<file path="config.mk">
export PLATFORM = sky130hd
export DESIGN_NAME = dff_demux_1x2
export DESIGN_NICKNAME = d
export VERILOG_FILES = /design/src/rtl/dff_demux_1x2.sv
export SDC_FILE = /design/constraint.sdc
export NUM_CORES = 1
export LEC_CHECK = 0
export BUFFER_PORTS_ARGS = -buffer_cell sky130_fd_sc_hd__buf_4
export CAP_MARGIN = 20
export CELL_PAD_IN_SITES_DETAIL_PLACEMENT = 1
export CELL_PAD_IN_SITES_GLOBAL_PLACEMENT = 2
export CORE_AREA = 2 2 42 63
export DETAILED_ROUTE_END_ITERATION = 10
export DIE_AREA = 0 0 44 65
export PLACE_DENSITY_LB_ADDON = 0.25
export SYNTH_ARGS = -nofsm -noshare
export SYNTH_HDL_FRONTEND = slang
export SYNTH_SLANG_ARGS = --single-unit
</file>
<file path="constraint.sdc">
create_clock -name clk -period 2.7 [get_ports clk]
set_clock_uncertainty 0.2 [all_clocks]
set_input_delay 0.81 -clock clk [delete_from_list [all_inputs] [get_ports clk]]
set_output_delay 0.81 -clock clk [all_outputs]
set_load 0.1 [all_outputs]
</file>
<file path="src/rtl/dff_demux_1x2.sv">
// dff_demux_1x2: routes one input stream into two independent FIFO channels.
// Each channel is a DEPTH-entry ring buffer with valid/ready on both sides.

module dff_demux_chan #(
    parameter int WIDTH = 1,
    parameter int DEPTH = 2
) (
    input  logic                       clk,
    input  logic                       rst,
    input  logic                       push,
    input  logic                       pop,
    input  logic [WIDTH-1:0]           din,
    output logic [WIDTH-1:0]           dout,
    output logic                       valid,
    output logic                       full,
    output logic [$clog2(DEPTH):0]     cnt
);

    localparam int AW = $clog2(DEPTH);
    localparam int CW = AW + 1;

    logic [WIDTH-1:0] mem_q [DEPTH];
    logic [WIDTH-1:0] mem_d [DEPTH];
    logic [AW-1:0]    wr_ptr_q;
    logic [AW-1:0]    wr_ptr_d;
    logic [AW-1:0]    rd_ptr_q;
    logic [AW-1:0]    rd_ptr_d;
    logic [CW-1:0]    cnt_q;
    logic [CW-1:0]    cnt_d;

    // Status and head word; an empty channel presents all-zero data.
    always_comb begin
        valid = (cnt_q != '0);
        full  = (cnt_q == CW'(DEPTH));
        cnt   = cnt_q;
        dout  = valid ? mem_q[rd_ptr_q] : '0;
    end

    // Next state: write at tail, advance head, pointers wrap naturally.
    always_comb begin
        mem_d    = mem_q;
        wr_ptr_d = wr_ptr_q;
        rd_ptr_d = rd_ptr_q;
        cnt_d    = cnt_q + CW'(push) - CW'(pop);
        if (push) begin
            mem_d[wr_ptr_q] = din;
            wr_ptr_d        = wr_ptr_q + AW'(1);
        end
        if (pop) begin
            rd_ptr_d = rd_ptr_q + AW'(1);
        end
    end

    // Register update; reset discards every buffered word.
    always_ff @(posedge clk) begin
        if (rst) begin
            mem_q    <= '{default: '0};
            wr_ptr_q <= '0;
            rd_ptr_q <= '0;
            cnt_q    <= '0;
        end else begin
            mem_q    <= mem_d;
            wr_ptr_q <= wr_ptr_d;
            rd_ptr_q <= rd_ptr_d;
            cnt_q    <= cnt_d;
        end
    end

endmodule

module dff_demux_1x2 #(
    parameter int WIDTH = 1,
    parameter int DEPTH = 2
) (
    input  logic                   clk,
    input  logic                   rst,
    input  logic [WIDTH-1:0]       x,
    input  logic                   s,
    input  logic                   x_valid,
    output logic                   x_ready,
    output logic [WIDTH-1:0]       f1,
    output logic                   f1_valid,
    input  logic                   f1_ready,
    output logic [WIDTH-1:0]       f2,
    output logic                   f2_valid,
    input  logic                   f2_ready,
    output logic [$clog2(DEPTH):0] cnt1,
    output logic [$clog2(DEPTH):0] cnt2
);

    logic full1;
    logic full2;
    logic push1;
    logic push2;
    logic pop1;
    logic pop2;

    // Ready follows only the selected channel; a full channel never
    // accepts, even if it is popping in the same cycle.
    always_comb begin
        x_ready = ~rst & (s ? ~full2 : ~full1);
        push1   = x_valid & x_ready & ~s;
        push2   = x_valid & x_ready & s;
        pop1    = f1_valid & f1_ready & ~rst;
        pop2    = f2_valid & f2_ready & ~rst;
    end

    dff_demux_chan #(
        .WIDTH (WIDTH),
        .DEPTH (DEPTH)
    ) u_ch1 (
        .clk   (clk),
        .rst   (rst),
        .push  (push1),
        .pop   (pop1),
        .din   (x),
        .dout  (f1),
        .valid (f1_valid),
        .full  (full1),
        .cnt   (cnt1)
    );

    dff_demux_chan #(
        .WIDTH (WIDTH),
        .DEPTH (DEPTH)
    ) u_ch2 (
        .clk   (clk),
        .rst   (rst),
        .push  (push2),
        .pop   (pop2),
        .din   (x),
        .dout  (f2),
        .valid (f2_valid),
        .full  (full2),
        .cnt   (cnt2)
    );

endmodule

</file>
After elaboration in Yosys (flattened, before gate mapping):

Index checks and enable logic that the tools add are counted.

* output and inout port bits: 9
* logic and storage cells: 61
* input bits: 7
* flip-flop bits (word level): 12

* multiplexer cells: 15
* equal/unequal tests: 2
* reductions and logical operators: 4
* $add $sub $neg: 8
* order comparisons: 6
* bitwise gates (word level): 16

Operator list (number)
* 2-to-1 mux 1 bit: 11
* bitwise AND 1 bit: 8
* >= comparator 2 bit (second input constant): 4
* inverter 1 -> 2 bit: 4
* adder 1 bit (second input constant): 4
* adder 2 x 1 -> 2 bit: 2
* bitwise mux 2 bit: 2
* equality test 2 bit (second input constant): 2
* < comparator 2 x 1 -> 1 bit (second input constant): 2
* inverter 1 bit: 4
* nonzero test 2 bit: 2
* subtractor 2 x 1 -> 2 bit: 2
* demux 1 bit (select 1 bit): 2
* logical AND 1 bit: 2

Depth between registers and ports, before layout:

Gate-level depths: netlist (run 1).

* word-level depth: 8
* gate-level depth with buffers: 8
* mapped depth without buffers: 8

Cells and area by module:

Synthesis (run 1) repeated with hierarchy kept, for this count alone.

* cells, all modules: 68
* area, all modules: 594.3 sq um

Modules (own cells, without submodules)
* dff_demux_chan: area each 269.0 sq um, times used 2, cells each 30
* dff_demux_1x2: area each 56.3 sq um, times used 1, cells each 8

Least setup slack after synthesis (run 1):

No wires, ideal clock.

* path type: flip-flop to output port
* from: reg u_ch1.cnt_q[0] (netlist: u_ch1.cnt[0])
* to: out x_ready
* path slack: -1.086 ns
* arrival: 2.776 ns
* buffers on the path: 0
* cell stages (with the launch flop): 4
* cells stage by stage: dfxtp_1 > nand2b_1 > nand2_1 > a21oi_1

* cells in the longest elaborated chain, start to end: 4

RTL lines
* start: declaration: line 28 `logic [CW-1:0] cnt_q;`
* start signal: assignment: line 65 `cnt_q <= cnt_d;`
* equality test 2 bit: line 34 `full = (cnt_q == CW'(DEPTH));`
* inverter 1 bit: line 101 `x_ready = ~rst & (s ? ~full2 : ~full1);`
* 2-to-1 mux 1 bit: line 101
* bitwise AND 1 bit: line 101
* end: declaration: line 80 `output logic x_ready,`

Every way passes these cells.

Worst setup path in the final report (run 1):

* from: in s
* to: out x_ready

* cells in the longest elaborated chain, start to end: 2

RTL lines
* start: declaration: line 78 `input logic s,`
* 2-to-1 mux 1 bit: line 101
* bitwise AND 1 bit: line 101

Every way passes these cells.

==> impl_metrics.toml, run 1 <==
[drt]
drtIter0Drc = 16
finalWirelength_mm = 1.38
avgViaCountPerCell = 4.66
drc = 0
num_vias = 536
first_pass_iters = 3
ant_nets = 0
routedWlPerCell_microns = 12.0

[worst_setup_path]
endpoint_kind = "output pin"
crit_fanout = 7
path_buf_inv = 3
startpoint_type = "input port"
critPathArrivalTime_ns = 1.53
slowest_delay_ns = 0.29
cp_top_family = "buffers and inverters"
path_cells = "buf_4, inv_1, nand2_1, a21oi_4, buf_4"
cpMaxStageDelayCell = "buf_4"
cp.required_ns = 1.69
crit_top_cell = "buf_4"
critPathKind = "in2out"

[cts]
clk_pin_slew_worst_paths_ns = 0.08
cts_resized = 0
numClockSinks = 12
tritoncts = "built"
cts-root-buf = "clkbuf_4"
cts_buffers = 3
cts_setup_buffers = 0
htreeDepth = 1
postCtsHoldBufs = 0
clk_path_buf_depth = 2
clk_latency_ns = 0.26

[timing]
rsz0062_at_grt = "no"
finalSetupTns_ns = 0
fmax_mhz = 394
relSlewSlack_pct = 74.8
finalCriticalPeriod_ns = 2.54
fin_crit_sh_pct = 93.9
setup_ws_ns = 0.164
hold_slack_ns = 0.298
max_slew.worst_pin.slew_ns = 0.374
hold_viol = 0
maxSlewViolCount = 0
final-setup-viol-count = 0

[floorplan]
fp.coreArea_sq_um = 2370
die_y_microns = 65
start_util_pct = 27.3
die_area_sq_um = 2860
dieWidth_microns = 44
row_count = 22
ios = 16

[synthesis]
avgSynthCellArea_sq_um = 8.84
ys_seq_area_share_pct = 37.2
synth.distinct_cells = 26
synthesis.area_sq_um = 646
syn_nets = 84
synthCells = 73
synth-seq-cells = 12
yosys_warnings = 0

[layout]
layout-area-overhead-vs-synth_pct = 31.8
antenna_cells = 0
final_nets = 103
layout_common_cells = "buf_4, nor2_1, inv_1, dfxtp_1, nor2b_1"
mostFrequentLayoutCell = "buf_4"
drive_gt1_share_pct = 34.1

[placement]
place_ws_ns = 0.159
dpl.hpwl_mm = 1.10
numPortBuffers = 15
gp_congestion = 0.608

[pwr]
p_leak_nw = 0.415
powerDensity_nw_per_um2 = 663
vdd_drop_max_uv = 268

[worst_hold_path]
hold_class = "reg2reg"

[grt]
gr-total-overflow = 0
grt_pass1_vias = 572
grt_usage_pct = 11.1
grt_max_degree = 17
grt_pass1_wl_mm = 2.35
antenna_found_initial = 0

[run]
drv_cap = 0

[run_status]
status = "finished, final reports clean"
[registers in the layout (all words and copies together) (netlist names)]
register,flops
u_ch1.cnt,2
u_ch1.mem_q,2
u_ch1.rd_ptr_q,1
u_ch1.wr_ptr_q,1
u_ch2.cnt,2
u_ch2.mem_q,2
u_ch2.rd_ptr_q,1
u_ch2.wr_ptr_q,1
[power breakdown]
group | leakage [nW] | total, W | switching [W] | internal [W]
combinational | 0.295 | 0.000213 | 0.000156 | 0.0000572
sequential | 0.0997 | 0.000210 | 0.0000154 | 0.000194
clock | 0.0210 | 0.000141 | 0.0000591 | 0.0000817
[worst register-to-register path: stages (launching register included)]
cell and delay (ns):
dfxtp_2 0.34, o21ai_0 0.34, nor2_1 0.08, ha_1 0.28, inv_1 0.04, ha_1 0.19
xor2_1 0.16, xnor2_1 0.13, nor2_1 0.05
[cells by family after synthesis]
| kind of cell | count (synthesis) | synth area share [%] |
|---|---|---|
| muxes | 5 | 8.91 |
| and+or+nand+nor | 31 | 27.3 |
| DFF | 12 | 37.2 |
| adders and majority gates | 4 | 7.75 |
| buffers and inverters | 9 | 5.43 |
| xor gates and xnor gates | 5 | 6.78 |
| AOI/OAI and AO/OA | 7 | 6.59 |
[stage by stage]
step           std cells  total power, W  utilization, %  area [sq um]
6_report             115        0.000564            35.9           851
4_1_cts              115        0.000575            35.9           851
3_3_place_gp         111        0.000428            34.4           815
3_5_place_dp         111        0.000430            34.4           815
5_1_grt              115        0.000600            35.9           851
2_1_floorplan         73        0.000383               -           677
[synth_stat cells]
cell / number / area (sq um)
nor2b_1: 5 / 31.3
a21oi_1: 1 / 5.00
inv_1: 8 / 30.0
nand2_1: 2 / 7.51
mux2_2: 1 / 11.3
nand2b_1: 4 / 25.0
nand4b_2: 1 / 15.0
a31o_2: 1 / 8.76
dfxtp_1: 12 / 240
nor2_1: 11 / 41.3
xnor2_1: 1 / 8.76
mux2_4: 1 / 15.0
a311oi_1: 1 / 8.76
and3_1: 2 / 12.5
nor3_1: 1 / 5.00
and2b_1: 1 / 7.51
buf_2: 1 / 5.00
mux2i_1: 2 / 20.0
xor2_1: 4 / 35.0
o21ai_0: 4 / 20.0
nand3_1: 1 / 5.00
nand4_1: 1 / 6.26
and2_1: 1 / 6.26
mux2_1: 1 / 11.3
nor2b_4: 1 / 13.8
ha_1: 4 / 50.1
[worst paths after layout]
path	start	endpoint	slack, ns	depth (start not counted)
max reg2reg	u_ch1.cnt[0]$_SDFF_PP0_	u_ch1.cnt[1]$_SDFF_PP0_	0.78	8
max	s	x_ready	0.16	5
min	u_ch2.wr_ptr_q$_SDFFE_PP0N_	u_ch2.wr_ptr_q$_SDFFE_PP0N_	0.30	2
min reg2reg	u_ch2.wr_ptr_q$_SDFFE_PP0N_	u_ch2.wr_ptr_q$_SDFFE_PP0N_	0.30	2
[metal layers]
layer	track usage [%]	vias to the layer above	wire [microns]
li1	-	274	-
met2	20.6	12	747
met3	2.51	2	63
met4	5.68	0	17
met5	0	-	0
met1	11.0	248	547
[cell type report]
| type | instances | area, sq um |
|---|---|---|
| fill | 287 | 1520 |
| inverter | 8 | 30.0 |
| timing repair buffer | 15 | 113 |
| multi-input combinational | 52 | 397 |
| sequential | 12 | 245 |
| clock buffer | 4 | 36.3 |
| tap | 24 | 30.0 |
Power figures use the tool's default switching activity.
==> run 2: changes to the inputs <==
--- a/config.mk
+++ b/config.mk
@@ -13,6 +13,7 @@
 export DETAILED_ROUTE_END_ITERATION = 10
 export DIE_AREA = 0 0 44 65
 export PLACE_DENSITY_LB_ADDON = 0.25
+export RECOVER_POWER = 50
 export SYNTH_ARGS = -nofsm -noshare
 export SYNTH_HDL_FRONTEND = slang
 export SYNTH_SLANG_ARGS = --single-unit
==> impl_metrics.toml, run 2 (same netlist as run 1, synthesis figures left out) <==
[cts]
cts-root-buf = "clkbuf_4"
cts_resized = 0
clk_latency_ns = 0.27
htreeDepth = 1
numClockSinks = 12
clk_pin_slew_worst_paths_ns = 0.08
tritoncts = "built"
cts_buffers = 3
cts_setup_buffers = 0
postCtsHoldBufs = 0
clk_path_buf_depth = 2

[layout]
fillers = 287
drive_gt1_share_pct = 31.9
fin_cells = 115
antenna_cells = 0
layout_common_cells = "buf_4, nor2_1, inv_1, dfxtp_1, nor2b_1"
mostFrequentLayoutCell = "buf_4"
layout-area-overhead-vs-synth_pct = 30.0
final_nets = 103

[timing]
max_slew.worst_pin.slew_ns = 0.384
final-setup-viol-count = 0
finalCriticalPeriod_ns = 2.54
hold_viol = 0
relSlewSlack_pct = 74.1
hold_slack_ns = 0.296
fin_crit_sh_pct = 93.9
finalSetupTns_ns = 0
rsz0062_at_grt = "no"
maxSlewViolCount = 0
fmax_mhz = 394

[drt]
num_vias = 538
routedWlPerCell_microns = 12.1
ant_nets = 0
first_pass_iters = 3
drtIter0Drc = 16
drc = 0
finalWirelength_mm = 1.39
avgViaCountPerCell = 4.68

[grt]
gr-total-overflow = 0
grt_usage_pct = 11.1
grt_pass1_vias = 572
grt_pass1_wl_mm = 2.35
antenna_found_initial = 0
grt_max_degree = 17

[worst_hold_path]
hold_class = "reg2reg"
hold_depth = 2

[placement]
gp_congestion = 0.608
dp_cells = 111
dpl.hpwl_mm = 1.10
numPortBuffers = 15

[floorplan]
start_util_pct = 27.3
fp.coreArea_sq_um = 2370
dieWidth_microns = 44
die_area_sq_um = 2860
ios = 16
row_count = 22
die_y_microns = 65

[run]
drv_cap = 0

[worst_setup_path]
reg2reg_depth = 8
crit_fanout = 7
critPathKind = "in2out"
endpoint_kind = "output pin"
startpoint_type = "input port"
critPathArrivalTime_ns = 1.53
cp.required_ns = 1.69

[pwr]
vdd_drop_max_uv = 270
p_leak_nw = 0.407
powerDensity_nw_per_um2 = 672

[run_status]
status = "finished, final reports clean"
==> run 2: worst paths after layout <==
path / from / end / slack [ns]
worst min register to register: u_ch2.wr_ptr_q$_SDFFE_PP0N_ / u_ch2.wr_ptr_q$_SDFFE_PP0N_ / 0.30
worst max-delay path: s / x_ready / 0.16
worst max register to register: u_ch1.cnt[0]$_SDFF_PP0_ / u_ch1.cnt[1]$_SDFF_PP0_ / 0.78
worst min-delay path: u_ch2.wr_ptr_q$_SDFFE_PP0N_ / u_ch2.wr_ptr_q$_SDFFE_PP0N_ / 0.30
==> run 2: per-layer routing <==
layer  part of all wire (%)  up-vias  global-route usage [%]
li1                       -      272                       -
met1                     40      252                    11.0
met2                     53       12                    20.6
met3                    4.8        2                    2.51
met4                    1.2        0                    5.68
met5                      0        -                       0
==> run 2: where the power goes <==
| part | switching (W) | internal, W | leakage [nW] |
|---|---|---|---|
| Clock | 0.0000619 | 0.0000818 | 0.0210 |
| Combinational | 0.000156 | 0.0000554 | 0.286 |
| Sequential | 0.0000154 | 0.000195 | 0.0997 |
==> run 2: final cells by class <==
cell class | count | area, sq um | area share, %
Tap cell | 24 | 30.0 | 3.58
Inverter | 8 | 30.0 | 3.58
Clock buffer | 4 | 36.3 | 4.32
Multi-Input combinational cell | 52 | 385 | 45.9
Timing Repair Buffer | 15 | 113 | 13.4
Sequential cell | 12 | 245 | 29.2
==> run 2: metrics by stage <==
stage               util (%)  worst slack (ns)  power [W]  instance area (sq um)
floorplan                  -             0.121   0.000383                    677
global placement        34.4             0.167   0.000428                    815
detailed placement      34.4             0.159   0.000430                    815
CTS                     35.9             0.158   0.000575                    851
global route            35.5             0.125   0.000597                    840
finish                  35.5             0.163   0.000564                    840
==> run 2: worst max-delay path: stages <==
cell and delay [ns]:
buf_4 0.14, inv_1 0.06, nand2_1 0.08, a21oi_4 0.14, buf_4 0.29
